## config.mk

```make
export PLATFORM = sky130hd
export DESIGN_NAME = prim_rr_onehot_arb
export DESIGN_NICKNAME = d
export VERILOG_FILES = /design/src/rtl/prim_rr_onehot_arb.sv
export SDC_FILE = /design/constraint.sdc
export NUM_CORES = 1
export LEC_CHECK = 0
export CAP_MARGIN = 40
export CELL_PAD_IN_SITES_DETAIL_PLACEMENT = 0
export CELL_PAD_IN_SITES_GLOBAL_PLACEMENT = 1
export CORE_AREA = 3 3 49 51
export DETAILED_ROUTE_END_ITERATION = 16
export DIE_AREA = 0 0 52 54
export PLACE_DENSITY = 0.84
export SYNTH_ARGS = -nofsm -noshare
export SYNTH_HDL_FRONTEND = slang
export SYNTH_SLANG_ARGS = --single-unit
export TNS_END_PERCENT = 1
```

## constraint.sdc

```tcl
create_clock -name clk_i -period 3.6 [get_ports clk_i]
set_input_delay 0.54 -clock clk_i [delete_from_list [all_inputs] [get_ports clk_i]]
set_output_delay 0.54 -clock clk_i [all_outputs]
set_load 0.01 [all_outputs]
```

## src/rtl/prim_rr_onehot_arb.sv

```systemverilog
// Round-robin arbiter with registered onehot grant, binary index and valid flag.
// Grants are held until accepted by a valid/ready handshake; err_o flags index/onehot disagreement.
module prim_rr_onehot_arb #(
  parameter int unsigned NumReq    = 4,
  parameter int unsigned AddrWidth = (NumReq > 1) ? $clog2(NumReq) : 1
) (
  input  logic                 clk_i,
  input  logic                 rst_i,
  input  logic [NumReq-1:0]    req_i,
  output logic [NumReq-1:0]    gnt_o,
  output logic [AddrWidth-1:0] idx_o,
  output logic                 valid_o,
  input  logic                 ready_i,
  output logic                 err_o
);

  typedef enum logic [1:0] {
    IDLE  = 2'b01,
    GRANT = 2'b10
  } state_e;

  state_e                 state_q, state_d;
  logic [NumReq-1:0]      gnt_q, gnt_d;
  logic [AddrWidth-1:0]   idx_q, idx_d;
  logic [AddrWidth-1:0]   ptr_q, ptr_d;

  logic [AddrWidth-1:0]   ptr_hs;
  logic [AddrWidth-1:0]   sel_base;
  logic [AddrWidth-1:0]   sel_idx;
  logic [NumReq-1:0]      sel_gnt;
  logic                   sel_found;
  logic                   handshake;
  int unsigned            cand;

  always_ff @(posedge clk_i) begin
    if (rst_i) begin
      state_q <= IDLE;
      gnt_q   <= '0;
      idx_q   <= '0;
      ptr_q   <= '0;
    end else begin
      state_q <= state_d;
      gnt_q   <= gnt_d;
      idx_q   <= idx_d;
      ptr_q   <= ptr_d;
    end
  end

  assign handshake = (state_q == GRANT) && ready_i;
  assign ptr_hs    = (idx_q == AddrWidth'(NumReq - 1)) ? '0 : idx_q + AddrWidth'(1);
  // On an accept the new selection must already use the advanced pointer.
  assign sel_base  = (state_q == GRANT) ? ptr_hs : ptr_q;

  always_comb begin
    sel_found = 1'b0;
    sel_idx   = '0;
    cand      = 0;
    for (int unsigned i = 0; i < NumReq; i++) begin
      cand = 32'(sel_base) + i;
      if (cand >= NumReq) cand = cand - NumReq;
      if (!sel_found && req_i[cand]) begin
        sel_found = 1'b1;
        sel_idx   = AddrWidth'(cand);
      end
    end
  end

  assign sel_gnt = NumReq'(1) << sel_idx;

  always_comb begin
    state_d = state_q;
    case (state_q)
      IDLE:    if (sel_found) state_d = GRANT;
      GRANT:   if (ready_i && !sel_found) state_d = IDLE;
      default: state_d = IDLE;
    endcase
  end

  always_comb begin
    gnt_d = gnt_q;
    idx_d = idx_q;
    ptr_d = ptr_q;
    if (state_q == IDLE) begin
      gnt_d = sel_found ? sel_gnt : '0;
      idx_d = sel_found ? sel_idx : '0;
    end else if (handshake) begin
      ptr_d = ptr_hs;
      gnt_d = sel_found ? sel_gnt : '0;
      idx_d = sel_found ? sel_idx : '0;
    end else if (state_q != GRANT) begin
      gnt_d = '0;
      idx_d = '0;
    end
  end

  assign gnt_o   = gnt_q;
  assign idx_o   = idx_q;
  assign valid_o = (state_q == GRANT);
  assign err_o   = (gnt_q != (valid_o ? (NumReq'(1) << idx_q) : '0)) ||
                   ((state_q != IDLE) && (state_q != GRANT));

endmodule

```

* Yosys cells after proc, flatten, opt, wreduce, memory -nomap -nowiden
Index checks and enable logic that the tools add are counted.
** Cells by class
- Add/sub/neg operators :: 8
- $lt $le $gt $ge :: 8
- Eq/ne operators :: 8
- Shift operators :: 2
- Multiplexer cells :: 34
- Bitwise gates (word level) :: 1
- Reductions and logical operators :: 14
** Operators by type and width (number)
- $lt A32 B3 Y1 const B :: 4
- $mux W32 :: 4
- $mux W2 :: 12
- $mux W4 :: 5
- $sub A3 B3 Y4 const B :: 3
- $ge A3 B3 Y1 const B :: 3
- $bmux W1 S2 :: 4
- $mux W1 :: 8
- $shl A1 B2 Y4 const A :: 2
- $add A2 B2 Y3 const B :: 2
- $logic_and A1 B1 Y1 :: 6
- $eq A2 B2 Y1 const B :: 2
- $logic_not A1 Y1 :: 4
- $ne A2 B1 Y1 const B :: 2
- $ne A2 B2 Y1 const B :: 2
- $ne A4 B4 Y1 :: 1
- $pmux W2 S2 :: 1
- $reduce_and A2 Y1 :: 2
- $sub A2 B3 Y4 const B :: 1
- $add A2 B1 Y3 const B :: 1
- $ge A2 B3 Y1 const B :: 1
- $reduce_bool A3 Y1 :: 1
- $add A2 B1 Y2 const B :: 1
- $eq A2 B1 Y1 const B :: 1
- other kinds (2) :: 2
** Word-level totals
- Flip-flop bits (word level) :: 10
- Output and inout port bits :: 8
- Logic and storage cells :: 79

* Depth between registers and ports, before layout
Gate-level depths: netlist of the first run.
- Depth in word-level cells :: 21
- Depth in mapped cells :: 8
- Mapped depth without buffers :: 7

* Worst setup path after synthesis of the first run
OpenSTA, ideal clock, no wires.
- Path kind :: reg2out
- Start :: register state_q[0]
- End :: output err_o
- Data arrival time :: 1.500 ns
- Path slack :: 1.560 ns
- Cell stages (with the launch flop) :: 9
- Cells stage by stage :: dfxtp_1 > inv_1 > ha_1 > buf_6 > buf_6 > nand2_1 > xnor2_1 > a2111oi_0 > nand2_1
** On the way
- Longest elaborated chain between the ends :: 4
** Ends and longest elaborated chain
- from (decl) :: RTL line 22 : state_e state_q, state_d;
- from (signal assigned) :: RTL line 42 : state_q <= state_d;
- $eq A2 B2 Y1 :: RTL line 98 : assign valid_o = (state_q == GRANT);
- named net valid_o :: RTL line 12 : output logic valid_o,
- $mux W4 :: RTL line 99 : assign err_o = (gnt_q != (valid_o ? (NumReq'(1) << idx_q) : '0)) ||
- $ne A4 B4 Y1 :: RTL line 99
- $logic_or A1 B1 Y1 :: RTL line 99
- to (decl) :: RTL line 14 : output logic err_o
The timed path passes the listed nets, and every way through them passes these cells.

* Final worst setup path of the first run
- Start :: register idx_q[0] (netlist: idx_o[0])
- End :: output err_o
** On the way
- Longest elaborated chain between the ends :: 4
** Ends and longest elaborated chain
- from (decl) :: RTL line 24 : logic [AddrWidth-1:0] idx_q, idx_d;
- from (signal assigned) :: RTL line 44 : idx_q <= idx_d;
- $shl A1 B2 Y4 :: RTL line 99
- $mux W4 :: RTL line 99
- $ne A4 B4 Y1 :: RTL line 99
- $logic_or A1 B1 Y1 :: RTL line 99
No other way between the ends.

==> metrics.md, run 1 <==
| Metric | Value |
|---|---|
| Switching share of power | `approximately 33%` |
| CP top delay family | `buffers and inverters` |
| CP startpoint kind | `flop` |
| Total GRT Usage | `13.98%` |
| Post-Route Skew | `around 7.4 ps` |
| Crit Reg-Reg Startpoint | `idx_o[0]` |
| Worst r2r dst | `gnt_o[0]` |
| Post-route ant nets | `0` |
| Core Box Area | `about 2000 sq um` |
| Final HPWL DP | `around 1300 microns` |
| Area of the mapped netlist | `759.5 sq um` |
| Clk Latency, worst-skew pair | `270 ps` |
| Power Total | `between 300 and 400 uW` |
| Setup Buffers After CTS | `0` |
| Hold path start | `state_q[0]` |
| Vias/cell | `5.195` |
| Worst vdd ir | `0.0003166 V` |
| Htree depth | `1` |
| Total die area | `~2800 sq um` |
| FFs w/ async S/R, synth | `0%` |
| Largest net degree at the start of global routing | `13` |
| Overall die width | `~52 microns` |
| Fin. Hold Viols | `0` |
| Hold Buf Count CTS | `0` |
| Max Root-Sink Buffers | `2` |
| # placed instances | `129` |
| Non-filler cells, final | `133` |
| Clock sink count | `10` |
| Number of synthesized flops with an enable pin | `0` |
| Hold Path Depth | `2` |
| CTS clk-pin slew, worst paths | `~70 ps` |
| Final Cycle Share | `75.45%` |
| Largest cells by area after synthesis | `dfxtp_1 (26%), ha_1 (9.9%), nand2_1 (4.4%)` |
| Routed WL | `~1700 microns` |
| Crit. End Element | `output pin` |
| Drt wl/cell | `between 10 and 15 microns` |
| Pint | `256.6 uW` |
| GPL Wtd Cong | `roughly 0.78` |
| Total CTS buffers | `3` |
| Measured slew at the worst slew-check pin | `~780 ps` |
| NetSw | `roughly 130 uW` |
| Logic pwr share | `39.0%` |
| Area Overhead vs Synth | `25.70%` |
| Max cap viols | `0` |
| Vias in the first global route | `641` |
| Syn Nets | `between 100 and 150` |
| Starting DRT DRC Count | `8` |
| Yosys cell types | `35` |
| CP Class | `flop to output pin` |
| Boundary Pins | `15` |
| Top cell type's share of synthesized area | `26.36%` |
| Wire length of the first global-routing pass | `2939 microns` |
| Layout cells sized above 1 | `a little over an eighth` |
| Setup tns final | `0 ps` |
| CP Max Fanout | `9` |
| CTS tree | `yes` |
| CP bufs+invs | `1` |
| Total gr overflow | `0` |
| Most frequent cell after synthesis | `dfxtp_1` |
| DR pass1 iterations | `4` |
| Flop2flop setup slack | `1600 ps` |
| Crit-path cells | `ha_1 -> nand2_1 -> xnor2_1 -> a2111oi_0 -> nand2_1 -> clkdlybuf4s50_1` |
| Yosys warning total | `0` |
| Pwr dens | `~400 nW/um^2` |
| Min-Delay Endpoint | `state_q[0]` |
| Rel. slew slack | `47.54%` |
| Register area share after synthesis | `26.36%` |
| Remaining DRCs | `0` |
| Tmin final | `between 2000 and 3000 ps` |
| Leak Pwr | `0.0003661 uW` |
| RSZ-0062 raised after global routing | `false` |
| Crit path top cell by count | `nand2_1` |
| #FFs+latches synth | `10` |
| Final Setup Violations | `0` |
| Die Ht | `54 microns` |
| Antenna violations before repair | `0` |
| Post-synthesis average cell area | `8.533 sq um` |
| Clock group share of total power | `26.0%` |
| Reg2reg path depth | `7` |
| Syn Inst Count | `between 80 and 90` |
| Synth top cells by count | `dfxtp_1 (10), nand2_1 (9), nor2_1 (9)` |
| Vias post-DR | `691` |
| Required @ worst endpoint | `3060 ps` |
| Antenna fix cells | `0` |
| Crit path largest cell delay | `480 ps` |
| Primary FF master, synth | `dfxtp_1` |
| Cts repair resizes | `0` |
| CTS Root Cell | `clkbuf_4` |
| Status | `finished clean` |
| Max Fclk | `368.2 MHz` |
| Slew Viols, Final | `0` |
| Sequential power share | `between 30% and 40%` |
| CP max-delay cell | `clkdlybuf4s50_1` |
| Hold crit path type | `flop to flop` |
| Input/output buffers | `14` |
| Std cell rows | `16` |
| Layout net count | `120` |
| Leading area contributor after synthesis | `dfxtp_1` |
| Initial Util | `38.32%` |
| Arr. time, crit path | `2180 ps` |
-- power by group through the flow --
| stage | clock (uW) | combinational (uW) | sequential (uW) |
|---|---|---|---|
| 3_3_place_gp | 0 | 151 | 137 |
| 3_5_place_dp | 0 | 150 | 137 |
| 6_report | 99.9 | 150 | 134 |
| 2_1_floorplan | 0 | 96.2 | 137 |
| 5_1_grt | 111 | 168 | 137 |
| 4_1_cts | 104 | 151 | 135 |
-- cells in the final DEF, fill, tap and decap left out, drive strengths merged, types with 2 or more instances in the layout --
cell / instances
clkbuf: 4
nor3: 4
a21oi: 5
and2: 2
clkdlybuf4s50: 14
nand2b: 3
nand2: 9
a32o: 2
o31ai: 3
a31oi: 2
nor4: 2
mux2i: 4
xnor2: 2
dfxtp: 10
ha: 6
nor2: 10
o21ai: 4
inv: 7
-- metrics by stage --
stage / hold WS (ps) / util, % / area, sq um / worst slack (ps)
final: 489.0 / 48.17 / 954.7 / 883.8
after global routing: 549.3 / 48.17 / 954.7 / 672.9
after CTS: 489.8 / 48.17 / 954.7 / 843.2
after detailed placement: 478.7 / 46.34 / 918.4 / 1143
after global placement: 482.8 / 46.34 / 918.4 / 1219
after floorplan: 457.0 / - / 759.5 / 1560
-- layout make-up --
| class | instances | area [sq um] |
|---|---|---|
| clock buffers | 4 | 36.28 |
| fillers | 193 | 1027 |
| inverters | 7 | 26.28 |
| multi-input cells | 70 | 510.5 |
| flip-flops and latches | 10 | 200.2 |
| well taps | 27 | 33.78 |
| repair buffers | 15 | 147.6 |
-- worst reg2reg max path, cell delays in order, from the launching register on --
cell	delay, ps
dfxtp_1	470
inv_1	100
ha_1	420
nand2b_1	140
o311ai_0	150
a32oi_1	230
nand2_1	140
a32o_1	260
-- state kept, by name, summed over array words and instances (netlist names) --
signal,cells
gnt_o,4
state_q,2
ptr_q,2
idx_o,2
-- worst max path at each step --
| stage | startpoint | endpoint | slack (ps) | cells after the start |
|---|---|---|---|---|
| 6_report | idx_o[0] | err_o | 880 | 6 |
| 5_1_grt | idx_o[0] | err_o | 670 | 6 |
| 4_1_cts | idx_o[0] | err_o | 840 | 6 |
| 3_5_place_dp | idx_o[0] | err_o | 1140 | 6 |
| 3_3_place_gp | idx_o[0] | err_o | 1220 | 6 |
| 2_1_floorplan | state_q[0] | err_o | 1560 | 8 |
-- logic make-up after synthesis --
family,synth area share [%]
compound gates,23.39
xor+xnor,2.307
simple gates,24.71
buf+inv,6.424
mux,6.919
flops,26.36
fa+ha+maj,9.884
-- routing by layer --
layer  vias to the layer above  track usage, %  wire [microns]
li1                        358               -               -
met1                       320           17.47             773
met2                        11           22.59             827
met3                         2           4.155              63
met4                         0           5.240               9
met5                         -               0               0
Note: power is estimated with default switching activity, not from simulation.
==> inputs of run 2 (changes only) <==
Settings changed: CORE_AREA 3 3 49 51 to 3 3 50 52, DIE_AREA 0 0 52 54 to 0 0 53 55, PLACE_DENSITY 0.84 to 0.81.
Clock period 3.6 ns to 2.8 ns, I/O delays scaled along.
==> run 2 against run 1 <==
Compared with the run above:
- count of clock-buffer cells in the layout is the same
- sequential power grew 29%
- wire length grew 1.3%
- largest cell class unchanged
- first-iteration DRC count up 130%
==> metrics.md, run 2 (synthesis results as in run 1) <==
| Metric | Value |
|---|---|
| Max reg flops | `4 (unchanged)` |
| Hold path start | `state_q[0]` |
| Final Setup Violations | `0 (unchanged)` |
| Remaining DRCs | `0 (unchanged)` |
| GPL Wtd Cong | `0.7971 (+2.1%)` |
| Die Ht | `55 microns (+1.9%)` |
| Crit. End Element | `output pin` |
| Slew Viols, Final | `0 (unchanged)` |
| Total die area | `2915 sq um (+3.8%)` |
| Total CTS buffers | `3 (unchanged)` |
| Std cell rows | `17 (+1)` |
| Total gr overflow | `0 (unchanged)` |
| RSZ-0062 raised after global routing | `false` |
| Antenna violations before repair | `0 (unchanged)` |
| FILL cells | `215 (+11%)` |
| Vias post-DR | `693 (+0.29%)` |
| Htree depth | `1 (unchanged)` |
| Pwr dens | `518.2 nW/um^2 (+29%)` |
| Clock sink count | `10 (unchanged)` |
| Clk Latency, worst-skew pair | `260 ps (about the same)` |
| Measured slew at the worst slew-check pin | `843.2 ps (+63.52 ps)` |
| Final Worst Setup Slack | `141.8 ps (-742.1 ps)` |
| Fin. Hold Viols | `0 (unchanged)` |
| Total GRT Usage | `12.54% (-1.4 points)` |
| Vias/cell | `5.172 (-0.46%)` |
| Max cap viols | `0 (unchanged)` |
| CTS Root Cell | `clkbuf_4` |
| Overall die width | `53 microns (+1.9%)` |
| Required @ worst endpoint | `2380 ps (-680 ps)` |
| Layout net count | `120 (unchanged)` |
| Initial Util | `35.35% (-3.0 points)` |
| Boundary Pins | `15 (unchanged)` |
| Worst vdd ir | `0.0002979 V (-5.9%)` |
| Final core utilization | `44.50% (-3.7 points)` |
| Post-Route Skew | `3.674 ps (-3.680 ps)` |
| Routed WL | `1696 microns (+1.3%)` |
| Layout cells sized above 1 | `13.21% (unchanged)` |
| Crit Reg-Reg Startpoint | `state_q[0]` |
| Status | `finished clean` |
| Max Fclk | `376.2 MHz` |
| Most common cell after layout, fill and taps aside | `clkdlybuf4s50_1` |
| Area Overhead vs Synth | `25.87%` |
| FF/Latch Area | `200.2 sq um (unchanged)` |
| CP Class | `flop to output pin` |
| Wire length of the first global-routing pass | `2622 microns (-11%)` |
| Hold Slack | `483.9 ps (-5.132 ps)` |
| Hold crit path type | `flop to flop` |
| CP startpoint kind | `flop` |
| Arr. time, crit path | `2240 ps (+60 ps)` |
| CTS clk-pin slew, worst paths | `70 ps (about the same)` |
| Leak Pwr | `0.0003661 uW (unchanged)` |
| Largest net degree at the start of global routing | `10 (-3)` |
| Final HPWL DP | `1386 microns (+3.9%)` |
| Cts repair resizes | `0 (unchanged)` |
| Launch point of the worst path | `idx_o[0]` |
| Post-route ant nets | `0 (unchanged)` |
| Final Cycle Share | `94.94%` |
| Antenna fix cells | `0 (unchanged)` |
| DR pass1 iterations | `4 (unchanged)` |
| Vias in the first global route | `609 (-5.0%)` |
| Area of the multi-input gates | `510.5 sq um (unchanged)` |
| CTS tree | `yes` |
| Input/output buffers | `14 (unchanged)` |
| CP Max Fanout | `9 (unchanged)` |
| Rel. slew slack | `43.27% (-4.3 points)` |
| Starting DRT DRC Count | `18 (+10)` |
| Drt wl/cell | `12.66 microns (+0.56%)` |
| Max Root-Sink Buffers | `2 (unchanged)` |
| Most frequent cells in the layout | `clkdlybuf4s50_1 (14), dfxtp_1 (10), nor2_1 (9), nand2_1 (9)` |
| Setup Buffers After CTS | `0 (unchanged)` |
| Setup tns final | `0 ps (unchanged)` |
| Core Box Area | `2148 sq um (+8.4%)` |
| Setup WS pre-CTS | `445.7 ps (-697.7 ps)` |
| Tmin final | `2658 ps` |
| Hold Buf Count CTS | `0 (unchanged)` |
## run 2: cell counts in the layout (fill, tap and decap cells not counted)
Identical to the previous run, type by type.
## run 2: layout make-up
| type | count | area share (%) |
|---|---|---|
| Timing Repair Buffer | 15 | 15.45 |
| Multi-Input combinational cell | 70 | 53.40 |
| Sequential cell | 10 | 20.94 |
| Tap cell | 28 | 3.665 |
| Clock buffer | 4 | 3.796 |
| Inverter | 7 | 2.749 |
## run 2: worst max-delay path: stages (launching register included)
cell and delay, ps:
dfxtp_1 470, ha_1 270, nand2_1 90, xnor2_1 130
a2111oi_0 430, nand2_1 100, clkdlybuf4s50_1 490
## run 2: power breakdown
part | switching, uW | internal, uW
clock | 50.2 | 78.9
combinational | 101 | 92.7
sequential | 15.0 | 158
total | 166 | 329
## run 2: worst paths after layout
path	endpoint	slack, ps	cells after the start
worst min-delay path	state_q[0]	480	2
worst max register to register	gnt_o[2]	720	7
worst max-delay path	err_o	140	6
worst min register to register	state_q[0]	480	2
## run 2: layer usage
layer / track usage [%] / vias to the layer above / wire length [microns]
met1: 14.95 / 313 / 752
met2: 20.66 / 21 / 826
met3: 4.290 / 4 / 90
met5: 0 / - / 0
met4: 5.106 / 0 / 27
li1: - / 355 / -
## run 2: per-stage QoR
step | power [uW] | instance area (sq um) | instances
2_1_floorplan | 300.2 | 759.5 | 89
3_3_place_gp | 369.1 | 919.6 | 130
3_5_place_dp | 368.9 | 919.6 | 130
4_1_cts | 499.3 | 955.9 | 134
5_1_grt | 525.1 | 955.9 | 134
6_report | 495.3 | 955.9 | 134
==> inputs of run 3 (changes only) <==
Settings changed: CORE_AREA 3 3 50 52 to 8 8 55 57, DIE_AREA 0 0 53 55 to 0 0 63 65.
==> run 3 against run 2 <==
Compared with the run above:
- worst hold slack better by 7.8 ps
- global-route usage decreased by 3.4 points
- count of clock-buffer cells in the layout down 1
- highest routed layer unchanged
- die area up 40%
- register-to-register slack better by 30 ps
- non-clock buffer count is the same
- worst setup slack improved by 42 ps
- cell count is 0.75% lower
- sequential share of layout area rose by 0.31 points
- total power is 5.9% lower
- critical path depth did not move
- clock skew up 2.7 ps
==> metrics.md, run 3 (synthesis results as in run 1) <==
| Metric | Value |
|---|---|
| Status | `finished clean` |
| Clk Latency, worst-skew pair | `260 ps (about the same)` |
| Drt wl/cell | `13.68 microns (+8.1%)` |
| Max reg flops | `4 (unchanged)` |
| Layout cells sized above 1 | `12.38% (-0.83 points)` |
| Final Setup Violations | `0 (unchanged)` |
| Clock sink count | `10 (unchanged)` |
| NetSw | `165.9 uW (about the same)` |
| CP Class | `flop to output pin` |
| Routed WL | `1819 microns (+7.3%)` |
| Worst vdd ir | `0.0002409 V (-19%)` |
| Tmin final | `2617 ps (-41.69 ps)` |
| Total GRT Usage | `9.178% (-3.4 points)` |
| Hold Buf Count CTS | `0 (unchanged)` |
| Fin. Hold Viols | `0 (unchanged)` |
| Worst r2r dst | `gnt_o[3]` |
| Initial Util | `35.35% (unchanged)` |
| Antenna violations before repair | `0 (unchanged)` |
| Setup Buffers After CTS | `0 (unchanged)` |
| Antenna fix cells | `0 (unchanged)` |
| Core Box Area | `2148 sq um (unchanged)` |
| Post-route cell area | `942.2 sq um (-1.4%)` |
| Hold crit path type | `flop to flop` |
| DR pass1 iterations | `4 (unchanged)` |
| Total CTS buffers | `3 (unchanged)` |
| Clock group share of total power | `21.3% (-4.8 points)` |
| Reg2reg path depth | `7 (unchanged)` |
| Most common cell after layout, fill and taps aside | `clkdlybuf4s50_1` |
| CTS tree | `yes` |
| Placed Area | `919.6 sq um (unchanged)` |
| Non-filler cells, final | `133 (-0.75%)` |
| Post-Route Skew | `6.399 ps (+2.725 ps)` |
| Htree depth | `1 (unchanged)` |
| Layout net count | `120 (unchanged)` |
| Slew Viols, Final | `0 (unchanged)` |
| Final HPWL DP | `1470 microns (+6.1%)` |
| Vias/cell | `5.165 (-0.12%)` |
| Required @ worst endpoint | `2380 ps (about the same)` |
| Crit. End Element | `output pin` |
| Worst setup endpoint | `err_o` |
| Measured slew at the worst slew-check pin | `838.9 ps (-4.294 ps)` |
| # placed instances | `130 (unchanged)` |
| Crit Reg-Reg Startpoint | `state_q[0]` |
| Sequential power share | `37.1% (+2.2 points)` |
| Starting DRT DRC Count | `16 (-2)` |
| Area Overhead vs Synth | `24.05%` |
| Largest net degree at the start of global routing | `10 (unchanged)` |
| Max Root-Sink Buffers | `2 (unchanged)` |
| Input/output buffers | `14 (unchanged)` |
| Vias in the first global route | `659 (+8.2%)` |
| Switching share of power | `35.59% (+2.1 points)` |
| Pint | `300.4 uW (-8.8%)` |
| Final core utilization | `43.86% (-0.64 points)` |
| CP startpoint kind | `flop` |
| Flop2flop setup slack | `750 ps (+30 ps)` |
| Most frequent cells in the layout | `clkdlybuf4s50_1 (14), dfxtp_1 (10), nor2_1 (9), nand2_1 (9)` |
| GPL Wtd Cong | `0.8193 (+2.8%)` |
| Post-route ant nets | `0 (unchanged)` |
| Logic pwr share | `41.6% (+2.6 points)` |
| Remaining DRCs | `0 (unchanged)` |
| Pwr dens | `494.9 nW/um^2 (-4.5%)` |
| Max Fclk | `382.2 MHz (+1.6%)` |
| Overall die width | `63 microns (+19%)` |
| CP Max Fanout | `9 (unchanged)` |
| CTS Root Cell | `clkbuf_4` |
| Max cap viols | `0 (unchanged)` |
| Cts repair resizes | `0 (unchanged)` |
| Leak Pwr | `0.0003589 uW (-2.0%)` |
| Total die area | `4095 sq um (+40%)` |
| Rel. slew slack | `43.56% (+0.29 points)` |
| Wire length of the first global-routing pass | `3084 microns (+18%)` |
| Die Ht | `65 microns (+18%)` |
| Boundary Pins | `15 (unchanged)` |
| RSZ-0062 raised after global routing | `false` |
| Arr. time, crit path | `2200 ps (-40 ps)` |
| Vias post-DR | `687 (-0.87%)` |
| Setup tns final | `0 ps (unchanged)` |
| Total gr overflow | `0 (unchanged)` |
| Launch point of the worst path | `idx_o[0]` |
| CTS clk-pin slew, worst paths | `60 ps (about the same)` |
| Std cell rows | `17 (unchanged)` |
| Final Cycle Share | `93.45% (-1.5 points)` |
run 3: cell types whose count changed in the layout (fill, tap and decap cells not counted), sizes merged:
cell	delta
clkbuf	-1
run 3: routing by layer:
layer	part of all wire (%)	GRT usage [%]
met1	48	11.41
met5	0	0
met2	47	14.60
met3	5.3	2.749
met4	0.44	3.419
run 3: critical path, cell delays in order (launching register included):
cell and delay, ps:
dfxtp_1 460, ha_1 290, nand2_1 100, xnor2_1 140, a2111oi_0 380, nand2_1 90
clkdlybuf4s50_1 480
run 3: metrics by stage:
stage | worst slack (ps) | hold WS [ps] | total power, uW
floorplan | 880.3 | 457.0 | 300.2
global placement | 534.9 | 481.3 | 370.4
detailed placement | 422.6 | 478.3 | 370.3
CTS | 128.9 | 488.4 | 468.6
global route | 26.29 | 528.9 | 498.5
finish | 183.5 | 491.7 | 466.3
run 3: worst min path at each step:
| stage | startpoint | endpoint | slack [ps] | cells after the start |
|---|---|---|---|---|
| 3_5_place_dp | state_q[0] | state_q[0] | 480 | 2 |
| 5_1_grt | gnt_o[2] | gnt_o[2] | 530 | 2 |
| 6_report | state_q[0] | state_q[0] | 490 | 2 |
| 2_1_floorplan | state_q[0] | state_q[0] | 460 | 2 |
| 4_1_cts | state_q[0] | state_q[0] | 490 | 2 |
| 3_3_place_gp | state_q[0] | state_q[0] | 480 | 2 |
run 3: area by class of cell:
| class | instances | area [sq um] |
|---|---|---|
| flip-flops and latches | 10 | 200.2 |
| clock buffers | 3 | 22.52 |
| fillers | 226 | 1206 |
| well taps | 28 | 35.03 |
| inverters | 7 | 26.28 |
| multi-input cells | 70 | 510.5 |
| repair buffers | 15 | 147.6 |
run 3: power groups by stage:
stage / registers (uW) / clock network, uW / logic [uW]
final: 173 / 99.2 / 194
after global routing: 176 / 106 / 216
after detailed placement: 176 / 0 / 194
after floorplan: 177 / 0 / 124
after CTS: 173 / 100 / 195
after global placement: 175 / 0 / 195
